--- config.mk ---
export PLATFORM = sky130hd
export DESIGN_NAME = matvec_mac
export DESIGN_NICKNAME = d
export VERILOG_FILES = /design/src/rtl/rnn_pkg.sv /design/src/rtl/fxp_sat.sv /design/src/rtl/matvec_mac.sv
export SDC_FILE = /design/constraint.sdc
export NUM_CORES = 1
export LEC_CHECK = 0
export CORE_ASPECT_RATIO = 1.4
export CORE_UTILIZATION = 50
export CTS_BUF_LIST = sky130_fd_sc_hd__clkbuf_8
export DETAILED_ROUTE_END_ITERATION = 8
export GPL_ROUTABILITY_DRIVEN = 0
export GPL_TIMING_DRIVEN = 0
export PLACE_DENSITY = 0.74
export SLEW_MARGIN = 20
export SYNTH_ARGS = -nofsm -noshare
export SYNTH_HDL_FRONTEND = slang
export SYNTH_SLANG_ARGS = --single-unit
--- constraint.sdc ---
create_clock -name clk -period 10.58 [get_ports clk]
set_clock_uncertainty 0.2 [all_clocks]
set_input_delay 1.058 -clock clk [delete_from_list [all_inputs] [get_ports clk]]
set_output_delay 1.058 -clock clk [all_outputs]
set_load 0.1 [all_outputs]
--- src/rtl/rnn_pkg.sv ---
// Shared widths, saturation limits and FSM state encoding for the
// fixed-point matrix-vector datapath.
package rnn_pkg;

    localparam int unsigned DATA_W = 16;
    localparam int unsigned ACC_W  = 40;

    localparam logic [DATA_W-1:0] SAT_MAX = 16'h7FFF;
    localparam logic [DATA_W-1:0] SAT_MIN = 16'h8000;

    typedef enum logic [1:0] {
        StIdle,
        StMac,
        StWrite,
        StDone
    } state_e;

endpackage

--- src/rtl/fxp_sat.sv ---
// Rescales a wide signed accumulator by FRAC_BITS (floor) and clamps it
// to the signed DATA_W range.
module fxp_sat
    import rnn_pkg::*;
#(
    parameter int unsigned FRAC_BITS = 8
) (
    input  logic signed [ACC_W-1:0]  i_acc,
    output logic        [DATA_W-1:0] o_data
);

    logic signed [ACC_W-1:0] w_shift;
    logic signed [ACC_W-1:0] w_max;
    logic signed [ACC_W-1:0] w_min;

    // Arithmetic shift rounds toward minus infinity.
    assign w_shift = i_acc >>> FRAC_BITS;
    assign w_max   = $signed({{(ACC_W-DATA_W){1'b0}}, SAT_MAX});
    assign w_min   = $signed({{(ACC_W-DATA_W){1'b1}}, SAT_MIN});

    always_comb begin
        o_data = w_shift[DATA_W-1:0];
        if (w_shift > w_max) begin
            o_data = SAT_MAX;
        end else if (w_shift < w_min) begin
            o_data = SAT_MIN;
        end
    end

endmodule

--- src/rtl/matvec_mac.sv ---
// Sequential matrix-vector multiplier: one MAC per cycle per column, then a
// saturated write per row, then a one-cycle done pulse.
module matvec_mac
    import rnn_pkg::*;
#(
    parameter int unsigned ROWS      = 2,
    parameter int unsigned COLS      = 4,
    parameter int unsigned FRAC_BITS = 8,
    localparam int unsigned RW = (ROWS > 1) ? $clog2(ROWS) : 1,
    localparam int unsigned CW = (COLS > 1) ? $clog2(COLS) : 1
) (
    input  logic                     clk,
    input  logic                     rst,
    input  logic                     start,
    output logic                     busy,
    output logic                     done,
    output logic [RW-1:0]            w_seli,
    output logic [CW-1:0]            w_selj,
    input  logic signed [DATA_W-1:0] w_data,
    output logic [3:0]               x_sel,
    input  logic signed [DATA_W-1:0] x_data,
    output logic                     y_write,
    output logic [3:0]               y_sel,
    output logic [DATA_W-1:0]        y_data
);

    localparam logic [RW-1:0] LAST_I = RW'(ROWS - 1);
    localparam logic [CW-1:0] LAST_J = CW'(COLS - 1);

    state_e                    r_state, w_state_d;
    logic [RW-1:0]             r_i, w_i_d;
    logic [CW-1:0]             r_j, w_j_d;
    logic signed [ACC_W-1:0]   r_acc, w_acc_d;
    logic [DATA_W-1:0]         r_y, w_y_d;
    logic [DATA_W-1:0]         w_sat;
    logic signed [2*DATA_W-1:0] w_prod;

    assign w_prod = w_data * x_data;

    fxp_sat #(
        .FRAC_BITS(FRAC_BITS)
    ) u_sat (
        .i_acc (r_acc),
        .o_data(w_sat)
    );

    always_comb begin
        w_state_d = r_state;
        w_i_d     = r_i;
        w_j_d     = r_j;
        w_acc_d   = r_acc;
        w_y_d     = r_y;
        unique case (r_state)
            StIdle: begin
                if (start) begin
                    w_state_d = StMac;
                    w_i_d     = '0;
                    w_j_d     = '0;
                    w_acc_d   = '0;
                end
            end
            StMac: begin
                w_acc_d = r_acc + $signed({{(ACC_W-2*DATA_W){w_prod[2*DATA_W-1]}}, w_prod});
                if (r_j == LAST_J) begin
                    w_state_d = StWrite;
                end else begin
                    w_j_d = r_j + CW'(1);
                end
            end
            StWrite: begin
                w_y_d = w_sat;
                if (r_i == LAST_I) begin
                    w_state_d = StDone;
                end else begin
                    w_state_d = StMac;
                    w_i_d     = r_i + RW'(1);
                    w_j_d     = '0;
                    w_acc_d   = '0;
                end
            end
            StDone: begin
                w_state_d = StIdle;
            end
            default: begin
                w_state_d = StIdle;
            end
        endcase
    end

    always_ff @(posedge clk) begin
        if (rst) begin
            r_state <= StIdle;
            r_i     <= '0;
            r_j     <= '0;
            r_acc   <= '0;
            r_y     <= '0;
        end else begin
            r_state <= w_state_d;
            r_i     <= w_i_d;
            r_j     <= w_j_d;
            r_acc   <= w_acc_d;
            r_y     <= w_y_d;
        end
    end

    assign busy    = (r_state == StMac) || (r_state == StWrite);
    assign done    = (r_state == StDone);
    assign y_write = (r_state == StWrite);
    assign w_seli  = r_i;
    assign w_selj  = r_j;
    assign x_sel   = 4'(r_j);
    assign y_sel   = 4'(r_i);
    // Result is visible during the write cycle and held in r_y afterwards.
    assign y_data  = y_write ? w_sat : r_y;

endmodule

==> implementation parameters <==
Parameter                              Value

Die
  Site Rows    74
  Area inside the core boundary    0.02917 sq mm
  Width of the chip    147.6 um
  Area of the die    0.03039 sq mm
  Initial core utilization    50.89%
  Number of top-level pins    65
  Height of the die    205.9 um

Timing
  Final Max Slew Viols    0
  Post-route minimum period    8486 ps
  Measured slew at the worst slew-check pin    984.4 ps
  Final hold violation count    0
  Achievable Freq    117.8 MHz
  Setup tns final    0 ps
  Relative slew margins    34.17%
  Final setup vio count    0
  Unrepaired setup endpoints after global routing    no
  Share of the cycle needed by the critical path after routing    80.21%
  WHS    273.2 ps

Placed design
  Final HPWL from detailed placement    31.27 mm
  Placed Cells    2094
  Quantity of I/O buffers inserted on ports    58

Final layout
  Final Non-Filler Cells    2106
  Layout cells sized above 1    1.912%
  Finished Core Util    55.05%
  Filler cell count    2634
  Number of inserted diodes    0
  Layout Nets    2210
  Area growth, synth to finish    8.177%

Worst setup path
  Critical setup path kind    input port to flip-flop
  Crit path buffers/inverters    5
  Series of cell instances along the critical path    clkdlybuf4s50_1 > clkbuf_1 > nand2_1 > fa_1 > fa_1 > inv_1 > fa_1 > fa_1 > fa_1 > inv_1 > fa_1 > inv_1 > ha_1 > nand2_1 > or3_1 > nor3_1 > a32o_1 > nor3_1 > o41ai_2 > a221o_1 > mux2i_1 > nand2_1
  Sort of element at the end of the critical path    flip-flop
  Worst endpoint required time    10600 ps
  CP max stage delay    750 ps
  Cell with the largest stage delay on the worst path    clkdlybuf4s50_1
  Top cell family by delay on the critical path    adder cells
  Critical path fanouts, max    10
  Arrival time at the worst endpoint    8510 ps
  Worst-case register-to-register setup slack    4540 ps
  Kind of start point of the critical path    input port
  Cell seen most often among critical-path stages    fa_1

Synth
  Leading post-synthesis cells by cell area    fa_1 45%, inv_1 11%, ha_1 10%
  Summed instance area of the synthesized netlist    0.01484 sq mm
  Area leader, netlist    fa_1
  Share of synthesized registers carrying an async set or reset    0%
  Post-synthesis cell type count    66
  Number of enable flip-flop cells after synthesis    0
  Commonest cells post-synth    427 x inv_1, 330 x fa_1, 178 x nand2_1, 120 x ha_1, 115 x and2_1
  Area share of the largest cell type after synthesis    44.51%
  Synthesized-area fraction occupied by xor and xnor cells    2.301%
  Multiplexer share of the synthesized area    0.1349%
  Synth warnings    0
  Mean instance size in the synthesized netlist    8.984 sq um
  Adder-cell share of the synthesized area    54.63%
  Most frequently used flop master after synthesis    dfxtp_1
  Register bit total from synthesis    61
  Share of the yosys chip area belonging to registers    8.228%
  Area fraction in and, or, nand and nor cells after synthesis    14.54%
  Compound-Gate Fraction of Synth Area    7.436%
  Dominant combinational cell family by area after synthesis    adder cells
  Synth Instances    1652
  Most frequent cell after synthesis    inv_1

Drt
  Post-detailed-route count of antenna-violating nets    0
  WL/cell    16.73 um
  DR iter-0 viols    470
  Ratio of routed vias to standard cells    5.182
  Total vias in the final route    10910
  Total iterations of the first detailed-routing run    5
  DRC Markers    0
  Wire length after detailed routing    35.23 mm

GRT
  Overall overflow remaining after global route    0
  Initial antenna violation count    0
  Number of global-route vias before repair    11820
  Pin count of the biggest net entering global routing    24
  GR Util All Layers    25.37%
  Wire length of the first global-routing pass    60.09 mm

Clocking
  Clock edge transition at the registers on the reported setup and hold paths    70 ps
  Setup Buffers After CTS    0
  Deepest level of the CTS H-tree    3
  Max clock buf depth    2
  Number of clock sinks    61
  Clock buffers created by TritonCTS    9
  Clock tree from TritonCTS    yes
  Root buffer cell    clkbuf_8
  Clock insertion delay at the later pin of the skew report    340 ps
  Quantity of hold-fixing buffers added after cts    0
  Cts repair resizes    0

Min path
  Worst min-delay path class    flip-flop to flip-flop

Flow run
  Number of maximum-capacitance constraint violations    0

Run status
  Status    finished, final reports clean
## cells in the final DEF (no fill, tap or decap), types with 42 or more instances in the layout
master and count:
nand2_1 178, inv_1 430, a21oi_1 42, and2_1 115, clkdlybuf4s50_1 58, dfxtp_1 61
clkbuf_1 50, ha_1 120, fa_1 329, nor2_1 68
## state kept, by name, indices dropped and copies added, names as in the netlist
signal,flops
r_acc,40
r_y,16
r_state,2
w_selj,2
w_seli,1
## tightest hold or removal path: stages, from the launching register on
cell and delay [ps]:
dfxtp_1 320, nand2_1 60, a21oi_1 50
## cell type report
| cell class | count | area [sq um] | share of cell area [%] |
|---|---|---|---|
| plain buffers | 62 | 282.8 | 1.761 |
| well taps | 380 | 475.5 | 2.961 |
| repair buffers | 58 | 580.6 | 3.616 |
| flip-flops and latches | 61 | 1221 | 7.606 |
| clock inverters | 3 | 11.26 | 0.07014 |
| multi-input cells | 1106 | 11760 | 73.23 |
| inverters | 427 | 1603 | 9.983 |
| clock buffers | 9 | 123.9 | 0.7715 |
## per-layer routing
| metal | up-vias | GRT usage, % | wire length [um] |
|---|---|---|---|
| li1 | 5071 | - | - |
| met1 | 5468 | 30.37 | 13690 |
| met2 | 268 | 45.50 | 18270 |
| met3 | 106 | 1.965 | 1254 |
| met4 | 0 | 13.37 | 2003 |
| met5 | - | 0 | 0 |
## cells by family after synthesis
logic type	count (synthesis)
fa+ha+maj	450
simple gates	447
mux	2
flops	61
compound gates	163
buf+inv	489
other cells	1
xor+xnor	39
## through the flow
step	cell area [sq um]	setup WS (ps)
CTS	16050	2119
global placement	15910	1822
global route	16060	1729
floorplan	14860	3363
detailed placement	15920	1781
finish	16060	2094
## path summary, 6_finish.rpt
| kind | depth (start not counted) | start | to |
|---|---|---|---|
| worst min register to register | 2 | r_acc[0]$_SDFFE_PP0P_ | r_acc[0]$_SDFFE_PP0P_ |
| worst max-delay path | 22 | w_data[1] | r_acc[38]$_SDFFE_PP0P_ |
| worst max register to register | 19 | r_acc[15]$_SDFFE_PP0P_ | r_acc[38]$_SDFFE_PP0P_ |
| worst min-delay path | 2 | r_acc[0]$_SDFFE_PP0P_ | r_acc[0]$_SDFFE_PP0P_ |
Power is not shown: default switching activity piles up to over one toggle a cycle in this logic, so the estimate is an artifact.
